===== config.mk =====
export PLATFORM = sky130hd
export DESIGN_NAME = data_mem_arbiter_flat
export DESIGN_NICKNAME = d
export VERILOG_FILES = /design/src/rtl/mem_arb_pkg.sv /design/src/rtl/data_mem_arbiter_if.sv /design/src/rtl/mem_arb_rr_picker.sv /design/src/rtl/data_mem_arbiter.sv /design/src/flat_wrapper.sv
export SDC_FILE = /design/constraint.sdc
export NUM_CORES = 1
export LEC_CHECK = 0
export CAP_MARGIN = 10
export CORE_MARGIN = 1.5
export CORE_UTILIZATION = 49
export CTS_CLUSTER_SIZE = 30
export DETAILED_ROUTE_END_ITERATION = 8
export PLACE_DENSITY_LB_ADDON = 0.05
export SKIP_CTS_REPAIR_TIMING = 1
export SKIP_LAST_GASP = 1
export SYNTH_ARGS = -nofsm -noshare
export SYNTH_HDL_FRONTEND = slang
export SYNTH_SLANG_ARGS = --single-unit
export TNS_END_PERCENT = 1

===== constraint.sdc =====
create_clock -name clock -period 2.6 [get_ports clock]
set_clock_uncertainty 0.15 [all_clocks]
set_input_delay 0.65 -clock clock [delete_from_list [all_inputs] [get_ports clock]]
set_output_delay 0.65 -clock clock [all_outputs]
set_load 0.005 [all_outputs]

===== src/rtl/mem_arb_pkg.sv =====
// Shared types for the data-memory arbiter: FSM state encoding, request record and default widths.
// Fixed-priority variant is selected with `MEM_ARB_FIXED_PRIORITY_EN (see mem_arb_rr_picker).
package mem_arb_pkg;

   localparam int ARB_NUM_MASTERS = 3;
   localparam int ARB_ADDR_W      = 27;
   localparam int ARB_DATA_W      = 32;

   typedef enum logic [1:0] {
      IDLE  = 2'd0,
      ISSUE = 2'd1,
      WAIT  = 2'd2
   } arb_state_t;

   typedef struct packed {
      logic                  we;
      logic [ARB_ADDR_W-1:0] addr;
      logic [ARB_DATA_W-1:0] wd;
   } req_t;

   // Round-robin pointer advance: the master after idx, wrapping at n.
   function automatic int next_index(input int idx, input int n);
      return (idx + 1 >= n) ? 0 : idx + 1;
   endfunction

endpackage


===== src/rtl/data_mem_arbiter_if.sv =====
// Bus bundle between the requesting masters, the arbiter and the single cache-side slave.
// The arbiter sits on the slave modport; the masters plus the cache slave sit on the master modport.
interface data_mem_arbiter_if #(
   parameter int NUM_MASTERS = 3,
   parameter int ADDR_W      = 27,
   parameter int DATA_W      = 32
);

   // Handshake: a master may pulse m_en[i] for one cycle only while m_stall[i] is low; m_stall[i]
   // stays high until that request completes, and m_rd[i] then holds the read data. On the slave
   // side s_en with s_stall low at a clock edge is an accept; the slave raises s_stall the cycle
   // after the accept and s_rd is valid on the first edge where s_stall is low again.
   logic [NUM_MASTERS-1:0]        m_en;
   logic [NUM_MASTERS-1:0]        m_we;
   logic [NUM_MASTERS*ADDR_W-1:0] m_addr;
   logic [NUM_MASTERS*DATA_W-1:0] m_wd;
   logic [NUM_MASTERS-1:0]        m_stall;
   logic [NUM_MASTERS*DATA_W-1:0] m_rd;

   logic              s_en;
   logic              s_we;
   logic [ADDR_W-1:0] s_addr;
   logic [DATA_W-1:0] s_wd;
   logic [DATA_W-1:0] s_rd;
   logic              s_stall;

   modport slave (
      input  m_en, m_we, m_addr, m_wd,
      output m_stall, m_rd,
      output s_en, s_we, s_addr, s_wd,
      input  s_rd, s_stall
   );

   modport master (
      output m_en, m_we, m_addr, m_wd,
      input  m_stall, m_rd,
      input  s_en, s_we, s_addr, s_wd,
      output s_rd, s_stall
   );

endinterface


===== src/rtl/mem_arb_rr_picker.sv =====
// Combinational grant picker: first pending master at or after rr_ptr, wrapping around.
// With `MEM_ARB_FIXED_PRIORITY_EN defined the lowest-index pending master wins and rr_ptr is ignored.
module mem_arb_rr_picker #(
   parameter int NUM_MASTERS = 3,
   parameter int PTR_W       = 2
) (
   input  logic [NUM_MASTERS-1:0] pend_v,
   input  logic [PTR_W-1:0]       rr_ptr,
   output logic [NUM_MASTERS-1:0] grant_oh,
   output logic [PTR_W-1:0]       grant_idx
);

`ifdef MEM_ARB_FIXED_PRIORITY_EN
   logic unused_rr;
   assign unused_rr = ^rr_ptr;

   // Scan from the top down so the lowest pending index is the last to overwrite.
   always_comb begin
      grant_oh  = '0;
      grant_idx = '0;
      for (int i = NUM_MASTERS - 1; i >= 0; i--) begin
         if (pend_v[i]) begin
            grant_oh    = '0;
            grant_oh[i] = 1'b1;
            grant_idx   = PTR_W'(i);
         end
      end
   end
`else
   logic [PTR_W-1:0] idx;

   // Scan offsets from farthest to nearest so the master closest to rr_ptr wins.
   always_comb begin
      grant_oh  = '0;
      grant_idx = '0;
      idx       = '0;
      for (int k = NUM_MASTERS - 1; k >= 0; k--) begin
         idx = PTR_W'((int'(rr_ptr) + k) % NUM_MASTERS);
         if (pend_v[idx]) begin
            grant_oh      = '0;
            grant_oh[idx] = 1'b1;
            grant_idx     = idx;
         end
      end
   end
`endif

endmodule


===== src/rtl/data_mem_arbiter.sv =====
// N-master to 1-slave arbiter in front of the DDR2 cache path, one request buffer per master.
// Grant policy is round-robin unless `MEM_ARB_FIXED_PRIORITY_EN is defined.
module data_mem_arbiter
   import mem_arb_pkg::*;
#(
   parameter int NUM_MASTERS = ARB_NUM_MASTERS,
   parameter int ADDR_W      = ARB_ADDR_W,
   parameter int DATA_W      = ARB_DATA_W
) (
   input  logic                clock,
   input  logic                reset,
   data_mem_arbiter_if.slave   bus,
   output arb_state_t          dbg_state
);

   localparam int PTR_W = (NUM_MASTERS > 1) ? $clog2(NUM_MASTERS) : 1;
   typedef logic [PTR_W-1:0] ptr_t;

   arb_state_t             state_q, state_d;
   ptr_t                   grant_q, grant_d;
   logic [NUM_MASTERS-1:0] pend_v_q, pend_v_d;
   logic [NUM_MASTERS-1:0] pend_we_q, pend_we_d;
   logic [ADDR_W-1:0]      pend_addr_q [NUM_MASTERS];
   logic [ADDR_W-1:0]      pend_addr_d [NUM_MASTERS];
   logic [DATA_W-1:0]      pend_wd_q   [NUM_MASTERS];
   logic [DATA_W-1:0]      pend_wd_d   [NUM_MASTERS];
   logic [DATA_W-1:0]      m_rd_q      [NUM_MASTERS];
   logic [DATA_W-1:0]      m_rd_d      [NUM_MASTERS];
   logic                   s_we_q, s_we_d;
   logic [ADDR_W-1:0]      s_addr_q, s_addr_d;
   logic [DATA_W-1:0]      s_wd_q, s_wd_d;

   logic [NUM_MASTERS-1:0] pick_oh;
   ptr_t                   pick_idx;
   ptr_t                   pick_ptr;
   logic                   sel_we;
   logic [ADDR_W-1:0]      sel_addr;
   logic [DATA_W-1:0]      sel_wd;

`ifdef MEM_ARB_FIXED_PRIORITY_EN
   assign pick_ptr = '0;
`else
   ptr_t rr_q, rr_d;
   assign pick_ptr = rr_q;
`endif

   mem_arb_rr_picker #(
      .NUM_MASTERS (NUM_MASTERS),
      .PTR_W       (PTR_W)
   ) u_picker (
      .pend_v    (pend_v_q),
      .rr_ptr    (pick_ptr),
      .grant_oh  (pick_oh),
      .grant_idx (pick_idx)
   );

   always_comb begin
      sel_we   = 1'b0;
      sel_addr = '0;
      sel_wd   = '0;
      for (int i = 0; i < NUM_MASTERS; i++) begin
         if (pick_oh[i]) begin
            sel_we   = sel_we | pend_we_q[i];
            sel_addr = sel_addr | pend_addr_q[i];
            sel_wd   = sel_wd | pend_wd_q[i];
         end
      end
   end

   always_comb begin
      state_d   = state_q;
      grant_d   = grant_q;
      pend_v_d  = pend_v_q;
      pend_we_d = pend_we_q;
      s_we_d    = s_we_q;
      s_addr_d  = s_addr_q;
      s_wd_d    = s_wd_q;
`ifndef MEM_ARB_FIXED_PRIORITY_EN
      rr_d      = rr_q;
`endif
      for (int i = 0; i < NUM_MASTERS; i++) begin
         pend_addr_d[i] = pend_addr_q[i];
         pend_wd_d[i]   = pend_wd_q[i];
         m_rd_d[i]      = m_rd_q[i];
      end

      // A request on a busy master breaks the contract and is dropped here.
      for (int i = 0; i < NUM_MASTERS; i++) begin
         if (bus.m_en[i] && !pend_v_q[i]) begin
            pend_v_d[i]    = 1'b1;
            pend_we_d[i]   = bus.m_we[i];
            pend_addr_d[i] = bus.m_addr[i*ADDR_W +: ADDR_W];
            pend_wd_d[i]   = bus.m_wd[i*DATA_W +: DATA_W];
         end
      end

      case (state_q)
         IDLE: begin
            if (|pend_v_q) begin
               grant_d  = pick_idx;
               s_we_d   = sel_we;
               s_addr_d = sel_addr;
               s_wd_d   = sel_wd;
               state_d  = ISSUE;
`ifndef MEM_ARB_FIXED_PRIORITY_EN
               rr_d     = PTR_W'(next_index(int'(pick_idx), NUM_MASTERS));
`endif
            end
         end
         ISSUE: begin
            if (!bus.s_stall) state_d = WAIT;
         end
         WAIT: begin
            // s_we_q still describes the in-flight request, so writes leave m_rd alone.
            if (!bus.s_stall) begin
               if (!s_we_q) m_rd_d[grant_q] = bus.s_rd;
               pend_v_d[grant_q] = 1'b0;
               state_d           = IDLE;
            end
         end
         default: state_d = IDLE;
      endcase
   end

   always_ff @(posedge clock) begin
      if (reset) begin
         state_q   <= IDLE;
         grant_q   <= '0;
         pend_v_q  <= '0;
         pend_we_q <= '0;
         s_we_q    <= 1'b0;
         s_addr_q  <= '0;
         s_wd_q    <= '0;
`ifndef MEM_ARB_FIXED_PRIORITY_EN
         rr_q      <= '0;
`endif
         for (int i = 0; i < NUM_MASTERS; i++) begin
            pend_addr_q[i] <= '0;
            pend_wd_q[i]   <= '0;
            m_rd_q[i]      <= '0;
         end
      end else begin
         state_q   <= state_d;
         grant_q   <= grant_d;
         pend_v_q  <= pend_v_d;
         pend_we_q <= pend_we_d;
         s_we_q    <= s_we_d;
         s_addr_q  <= s_addr_d;
         s_wd_q    <= s_wd_d;
`ifndef MEM_ARB_FIXED_PRIORITY_EN
         rr_q      <= rr_d;
`endif
         for (int i = 0; i < NUM_MASTERS; i++) begin
            pend_addr_q[i] <= pend_addr_d[i];
            pend_wd_q[i]   <= pend_wd_d[i];
            m_rd_q[i]      <= m_rd_d[i];
         end
      end
   end

   always_comb begin
      bus.m_rd = '0;
      for (int i = 0; i < NUM_MASTERS; i++) begin
         bus.m_rd[i*DATA_W +: DATA_W] = m_rd_q[i];
      end
   end

   assign bus.m_stall = pend_v_q;
   assign bus.s_en    = (state_q == ISSUE);
   assign bus.s_we    = s_we_q;
   assign bus.s_addr  = s_addr_q;
   assign bus.s_wd    = s_wd_q;
   assign dbg_state   = state_q;

   master_contract_a: assert property (@(posedge clock) disable iff (reset)
      (bus.m_en & pend_v_q) == '0);

endmodule


===== src/flat_wrapper.sv =====
// flat-port wrapper written by rule: the top's interface ports become plain ports
module data_mem_arbiter_flat import mem_arb_pkg::*;
#(
   parameter int NUM_MASTERS = ARB_NUM_MASTERS,
   parameter int ADDR_W      = ARB_ADDR_W,
   parameter int DATA_W      = ARB_DATA_W
)
  (clock, reset, dbg_state, bus_m_en, bus_m_we, bus_m_addr, bus_m_wd, bus_m_stall, bus_m_rd, bus_s_en, bus_s_we, bus_s_addr, bus_s_wd, bus_s_rd, bus_s_stall);
  data_mem_arbiter_if #(.NUM_MASTERS(NUM_MASTERS), .ADDR_W(ADDR_W), .DATA_W(DATA_W)) bus_i ();
  input  logic clock;
  input  logic reset;
  output arb_state_t dbg_state;
  input wire logic [$bits(bus_i.m_en)-1:0] bus_m_en;
  input wire logic [$bits(bus_i.m_we)-1:0] bus_m_we;
  input wire logic [$bits(bus_i.m_addr)-1:0] bus_m_addr;
  input wire logic [$bits(bus_i.m_wd)-1:0] bus_m_wd;
  output wire logic [$bits(bus_i.m_stall)-1:0] bus_m_stall;
  output wire logic [$bits(bus_i.m_rd)-1:0] bus_m_rd;
  output wire logic [$bits(bus_i.s_en)-1:0] bus_s_en;
  output wire logic [$bits(bus_i.s_we)-1:0] bus_s_we;
  output wire logic [$bits(bus_i.s_addr)-1:0] bus_s_addr;
  output wire logic [$bits(bus_i.s_wd)-1:0] bus_s_wd;
  input wire logic [$bits(bus_i.s_rd)-1:0] bus_s_rd;
  input wire logic [$bits(bus_i.s_stall)-1:0] bus_s_stall;
  assign bus_i.m_en = bus_m_en;
  assign bus_i.m_we = bus_m_we;
  assign bus_i.m_addr = bus_m_addr;
  assign bus_i.m_wd = bus_m_wd;
  assign bus_m_stall = bus_i.m_stall;
  assign bus_m_rd = bus_i.m_rd;
  assign bus_s_en = bus_i.s_en;
  assign bus_s_we = bus_i.s_we;
  assign bus_s_addr = bus_i.s_addr;
  assign bus_s_wd = bus_i.s_wd;
  assign bus_i.s_rd = bus_s_rd;
  assign bus_i.s_stall = bus_s_stall;
  data_mem_arbiter #(.NUM_MASTERS(NUM_MASTERS), .ADDR_W(ADDR_W), .DATA_W(DATA_W)) u_core (.clock(clock), .reset(reset), .bus(bus_i), .dbg_state(dbg_state));
endmodule

=== After elaboration in Yosys (flattened, before gate mapping) ===
Memory sizes are Yosys's and may differ from the RTL's.
Cells that the tools add are included.
Widths: inputs -> output; s select.

* Output and inout port bits: 162
* Register bits after elaboration: 72
* Memory bits (writable): 273
* Memories: 3

* Bitwise gates (word level): 18
* $add $sub $neg: 3
* Equal/unequal tests: 5
* $lt $le $gt $ge: 11
* Div/mod/pow operators: 3
* Reduce and logical (&&, ||, !) cells: 15
* Muxes and demuxes: 63

{| class="wikitable"
|+ Memory list
! memory !! depth !! width !! read ports !! clocked after memory_dff !! write ports !! line !! text
|-
| u_core.m_rd_q || 3 || 32 || 3 || 0 || 3 || data_mem_arbiter.sv:27 || <nowiki>logic [DATA_W-1:0] m_rd_q [NUM_MASTERS];</nowiki>
|-
| u_core.pend_wd_q || 3 || 32 || 3 || 0 || 3 || data_mem_arbiter.sv:25 || <nowiki>logic [DATA_W-1:0] pend_wd_q [NUM_MASTERS];</nowiki>
|-
| u_core.pend_addr_q || 3 || 27 || 3 || 0 || 3 || data_mem_arbiter.sv:23 || <nowiki>logic [ADDR_W-1:0] pend_addr_q [NUM_MASTERS];</nowiki>
|}

{| class="wikitable"
|+ Operator list
! cell !! number
|-
| $mux 32 || 13
|-
| $mux 96 || 3
|-
| $mux 27 || 9
|-
| $bwmux 96 || 1
|-
| $demux 32 s2 || 1
|-
| $mod 32x3->32 const B || 2
|-
| $or 32x32->32 || 2
|-
| $or 27x27->27 || 2
|-
| $mod 3x3->32 const B || 1
|-
| $mux 1 || 16
|-
| $mux 3 || 5
|-
| $mux 2 || 7
|-
| $lt 2x3->1 const B || 4
|-
| $or 1x1->1 || 11
|-
| $demux 1 s2 || 4
|-
| $ge 2x1->1 const B || 4
|-
| $logic_and 1x1->1 || 8
|-
| $add 2x1->3 const B || 2
|-
| $bmux 1 s2 || 3
|-
| $pmux 2 s3 || 1
|-
| $ne 2x2->1 const B || 2
|-
| $add 2x2->3 const B || 1
|-
| $and 3x3->3 || 1
|-
| $ge 3x2->1 const B || 1
|-
| 12 further kinds || 14
|}

=== Longest topological paths before layout ===
* Depth after elaboration: 14
* Mapped depth: 10

=== Cells and area by module ===
From an unflattened synthesis, not the netlist that was laid out.

* Cell total of the unflattened synthesis: 1506
* Area, all modules: 13352.8 sq um

{| class="wikitable"
|+ By module, submodules not included
! module !! area an instance (sq um) !! cells each !! times used
|-
| data_mem_arbiter || 13101.3 || 1470 || 1
|-
| mem_arb_rr_picker || 251.5 || 36 || 1
|}

=== Worst setup path before layout ===
OpenSTA, ideal clock, no wires.

* Path type: reg-to-reg
* From: reg u_core.rr_q[0] (netlist: u_core.pick_ptr[0])
* To: reg u_core.s_wd_q[2] (netlist: u_core.bus.s_wd[2])
* Stages on the path, launching flop included: 11
* Data arrival time: 2042 ps
* Data required time: 2361 ps
* Slack: 319 ps
* Clock period less this slack: 2281 ps
* Buffers on the path: 3
* Path through: dfxtp_1 inv_1 ha_1 buf_6 or4b_1 a211oi_1 a41o_1 buf_6 buf_12 a21oi_1 a311oi_2

* Cells in the longest elaborated chain, start to end: 14

{| class="wikitable"
|+ Ends and longest elaborated chain
! what !! line !! text
|-
| start, declared || data_mem_arbiter.sv:43 || <nowiki>ptr_t rr_q, rr_d;</nowiki>
|-
| start signal, assigned || data_mem_arbiter.sv:151 || <nowiki>rr_q <= rr_d;</nowiki>
|-
| $add 2x2->3 || mem_arb_rr_picker.sv:38 || <nowiki>idx = PTR_W'((int'(rr_ptr) + k) % NUM_MASTERS);</nowiki>
|-
| $mod 32x3->32 || mem_arb_rr_picker.sv:38 ||
|-
| $lt 2x3->1 (implied by the code) or $ge 2x1->1 (tied branches) || mem_arb_rr_picker.sv:41 || <nowiki>grant_oh[idx] = 1'b1;</nowiki>
|-
| $logic_and 1x1->1 (implied by the code) || mem_arb_rr_picker.sv:41 ||
|-
| $mux 1 (implied by the code) || mem_arb_rr_picker.sv:41 ||
|-
| $demux 1 s2 || mem_arb_rr_picker.sv:41 ||
|-
| $mux 3 (2 in a row) || mem_arb_rr_picker.sv:39 || <nowiki>if (pend_v[idx]) begin</nowiki>
|-
| $mux 3 (*) || mem_arb_rr_picker.sv:39 ||
|-
| $mux 32 || data_mem_arbiter.sv:62 || <nowiki>if (pick_oh[i]) begin</nowiki>
|-
| $or 32x32->32 || data_mem_arbiter.sv:65 || <nowiki>sel_wd = sel_wd | pend_wd_q[i];</nowiki>
|-
| $mux 32 || data_mem_arbiter.sv:62 ||
|-
| $or 32x32->32 || data_mem_arbiter.sv:65 ||
|-
| $mux 32 (*) || data_mem_arbiter.sv:62 ||
|-
| end signal, assigned || data_mem_arbiter.sv:149 || <nowiki>s_wd_q <= s_wd_d;</nowiki>
|-
| end, declared || data_mem_arbiter.sv:31 || <nowiki>logic [DATA_W-1:0] s_wd_q, s_wd_d;</nowiki>
|}

Every way passes the cells marked *; elsewhere a longest branch is shown, timed or not. The select of a mux whose other input is x is not followed.
A chain may end at the register's enable or synchronous reset.

=== Worst setup path after layout ===
* From: reg u_core.pend_v_q[2] (netlist: u_core.bus.m_stall[2])
* To: out bus_m_stall[2]

{| class="wikitable"
|+ RTL lines
! what !! line !! text
|-
| start, declared || data_mem_arbiter.sv:21 || <nowiki>logic [NUM_MASTERS-1:0] pend_v_q, pend_v_d;</nowiki>
|-
| start signal, assigned || data_mem_arbiter.sv:145 || <nowiki>pend_v_q <= pend_v_d;</nowiki>
|-
| end, declared || flat_wrapper.sv:17 || <nowiki>output wire logic [$bits(bus_i.m_stall)-1:0] bus_m_stall;</nowiki>
|}

No word-level cell between the ends.

==> results.txt <==
most common cell in the netlist = nand2_1
GR Util All Layers = 30.2%
core area = 28900 sq um
Inserted Clock Buffers = 36
post-placement cell count = 2550
Die H = 175 um
vias post-DR = 14600
Mapped Area = 14500 sq um
CTS Root Cell = clkbuf_16
CTS max path bufs = 3
number of global-route vias before repair = 13900
Initial Utilization = 50.3%
number of port buffers = 379
Max Slew Vio Count = 0
Leak = 0.00682 uW
number of synthesized flops with an enable pin = 0
hold path depth = 2
drt pass-1 iters = 5
Post-synth ARST share = 0%
Arrival @ worst endpoint = 1.75 ns
pwr dens = 695 nW/um^2
Synth area leader = dfxtp_1
design area = 20200 sq um
layout cells sized above 1 = 9.77%
vias per cell = 5.58
synth warn = 0
Tightest Pin Transition = 0.635 ns
number of top-level pins = 380
crit end category = output pin
Int Power = 10200 uW
origin of the critical flop-to-flop path = u_core.pick_ptr[0]$_SDFFE_PP0P_
syn_nets = 2130
VDD IR-drop max = 0.397 mV
sw frac = 27.5%
largest net degree at the start of global routing = 64
Synth top cells by count = nand2_1, dfxtp_1, a21oi_1
Post-Synthesis Cells = 1909
type of origin of the critical path = flip-flop
antenna viol nets, final = 0
top cells by area, synth = dfxtp_1, nand2_1, a21oi_1, a311oi_2, clkbuf_1
period utilization = 98.1%
Seq cells post-synth = 345
Worst slew margin = 57.7%
antenna violations before repair = 5
CP Cell Sequence = clkdlybuf4s50_1
Syn-to-layout area delta = 38.7%
Sequential Power Share = 41.6%
Row Count = 62
critical path fanouts, max = 11
worst-skew pair later-pin latency = 0.52 ns
DR iter-0 viols = 1247
Reg2Reg Depth = 8
H-tree Lvls = 2
sw power = 3860 uW
Placer Congestion = 0.853
Die ar. = 30700 sq um
crit-path leading delay family = buffers and inverters
RSZ-0062 raised after global routing = yes
status = completed
R2R setup slack = 0.07 ns
gr ovfl total = 0
TritonCTS clock tree = yes
Min-Delay Path Class = flip-flop to flip-flop
Hold Crit Start = u_core.m_rd_q[0][19]$_SDFFE_PP0P_
power share of the combinational group = 19.1%
DP Area = 18800 sq um
critical path buffer and inverter count = 1
DRC = 0
Final Hold Fails = 0
CP required = 1.80 ns
Clock Pin Slew Worst Setup and Hold Paths = 0.06 ns
CTS sink count = 345
Synth Flop Type = dfxtp_1
first-pass GRT wire length = 74300 um
WL/cell = 18.3 um
Crit path largest cell delay = 0.64 ns
dpl hpwl = 31600 um
Max Cap Viol = 0
layout net count = 2426
clock network fraction of design power = 39.3%
post-synthesis sequential area ratio = 47.5%
r2r endpoint = u_core.bus.s_wd[13]$_SDFFE_PP0P_
DRT Wirelength = 47900 um
final setup fails = 0
DIE WIDTH = 175 um
top-area cell type share of the netlist area = 47.5%
Worst Hold End = u_core.m_rd_q[0][19]$_SDFFE_PP0P_
critical path class = flip-flop to output pin
Critical Path Slowest Stage Cell = clkdlybuf4s50_1
number of distinct library cells after synthesis = 45
fmax = 392 MHz
Final min period = 2.55 ns
Avg Cell Area, Syn = 7.62 sq um
post-route insts no fill = 2620
[layer usage]
layer	GRT usage, %	part of all wire (%)	vias up
li1	-	-	7037
met1	38.6	41	6874
met2	50.1	48	593
met3	4.70	6.8	123
met4	14.2	4.3	2
met5	0	0.027	-
[area by class of cell]
class,instances,area [sq um]
antenna,4,10.0
clock buffer,51,1070
multi-input combinational,1383,6960
tap,384,480
fill,2396,8770
inverter,8,30.0
timing repair buffer,431,4490
clock inverter,14,206
sequential,345,6910
[state kept, by name, indices dropped and copies added (netlist names)]
register / count
u_core.bus.s_we: 1
u_core.m_rd_q: 96
u_core.grant_q: 2
u_core.pend_wd_q: 96
u_core.dbg_state: 2
u_core.bus.s_addr: 27
u_core.bus.m_stall: 3
u_core.pend_we_q: 3
u_core.pend_addr_q: 81
u_core.bus.s_wd: 32
u_core.pick_ptr: 2
[power by group through the flow]
stage                     clock network (uW)  logic [uW]  registers [uW]
final                                   5510        2680            5830
after global routing                    5810        2870            5860
after CTS                               5570        2660            5820
after detailed placement                   0        2640            5930
after global placement                     0        2600            5920
after floorplan                            0        1380            5900
[placed cells by master (no fill, tap or decap), types with 2 or more instances in the layout]
master	Yosys	routed
nor2_2	0	3
clkbuf_16	0	39
buf_12	1	22
nand3_1	2	2
nor2b_1	7	3
nor3_1	3	2
clkbuf_1	153	6
bufinv_16	0	5
or2_2	3	3
a21oi_1	324	323
diode_2	0	4
a21oi_2	19	19
nor3b_1	2	2
clkbuf_8	0	7
a311oi_2	59	59
clkinv_2	0	8
o22ai_1	60	60
a211oi_1	3	3
nor2_1	68	65
nand2b_2	0	2
ha_1	3	3
nand2_1	741	740
nor2b_4	0	3
dfxtp_1	345	343
mux2i_1	3	3
buf_4	0	27
buf_8	1	2
clkdlybuf4s50_1	0	378
a31oi_1	61	59
inv_1	6	6
nand2b_1	5	3
[kinds of logic after synthesis]
| logic type | synth area share, % |
|---|---|
| DFF | 47.5 |
| adders and majority gates | 0.258 |
| buffers and inverters | 5.26 |
| AOI/OAI and AO/OA | 24.6 |
| and+or+nand+nor | 22.2 |
| muxes | 0.207 |
[worst min-delay path, cell delays in order, from the launching register on]
cell and delay, ns:
dfxtp_1 0.31, nand2_1 0.05, a21oi_1 0.05
[how the worst max path moves through the flow]
stage | startpoint | to | slack (ns) | depth (start not counted)
after floorplan | u_core.pick_ptr[0]$_SDFFE_PP0P_ | u_core.bus.s_wd[2]$_SDFFE_PP0P_ | 0.32 | 10
after global placement | bus_s_stall | u_core.m_rd_q[0][61]$_SDFFE_PP0P_ | 0.05 | 6
after detailed placement | bus_s_stall | u_core.m_rd_q[0][58]$_SDFFE_PP0P_ | -0.08 | 6
after CTS | u_core.dbg_state[0]$_SDFFE_PP0P_ | bus_s_en | -0.07 | 2
after global routing | u_core.pick_ptr[0]$_SDFFE_PP0P_ | u_core.bus.s_wd[29]$_SDFFE_PP0P_ | -0.04 | 9
final | u_core.bus.m_stall[2]$_SDFF_PP0_ | bus_m_stall[2] | 0.05 | 1
[per-stage QoR]
step                      hold WS (ns)  setup TNS [ns]  utilization, %  worst slack (ns)  power (uW)
after floorplan                  0.286               0               -             0.319        7280
after global placement           0.290               0            65.1            0.0509        8520
after detailed placement         0.297           -2.07            65.1           -0.0782        8570
after CTS                        0.305         -0.0730            69.5           -0.0730       14000
after global routing             0.316          -0.287            69.7           -0.0403       14500
final                            0.304               0            69.7            0.0495       14000
No activity file was read; power rests on OpenSTA's default activity.
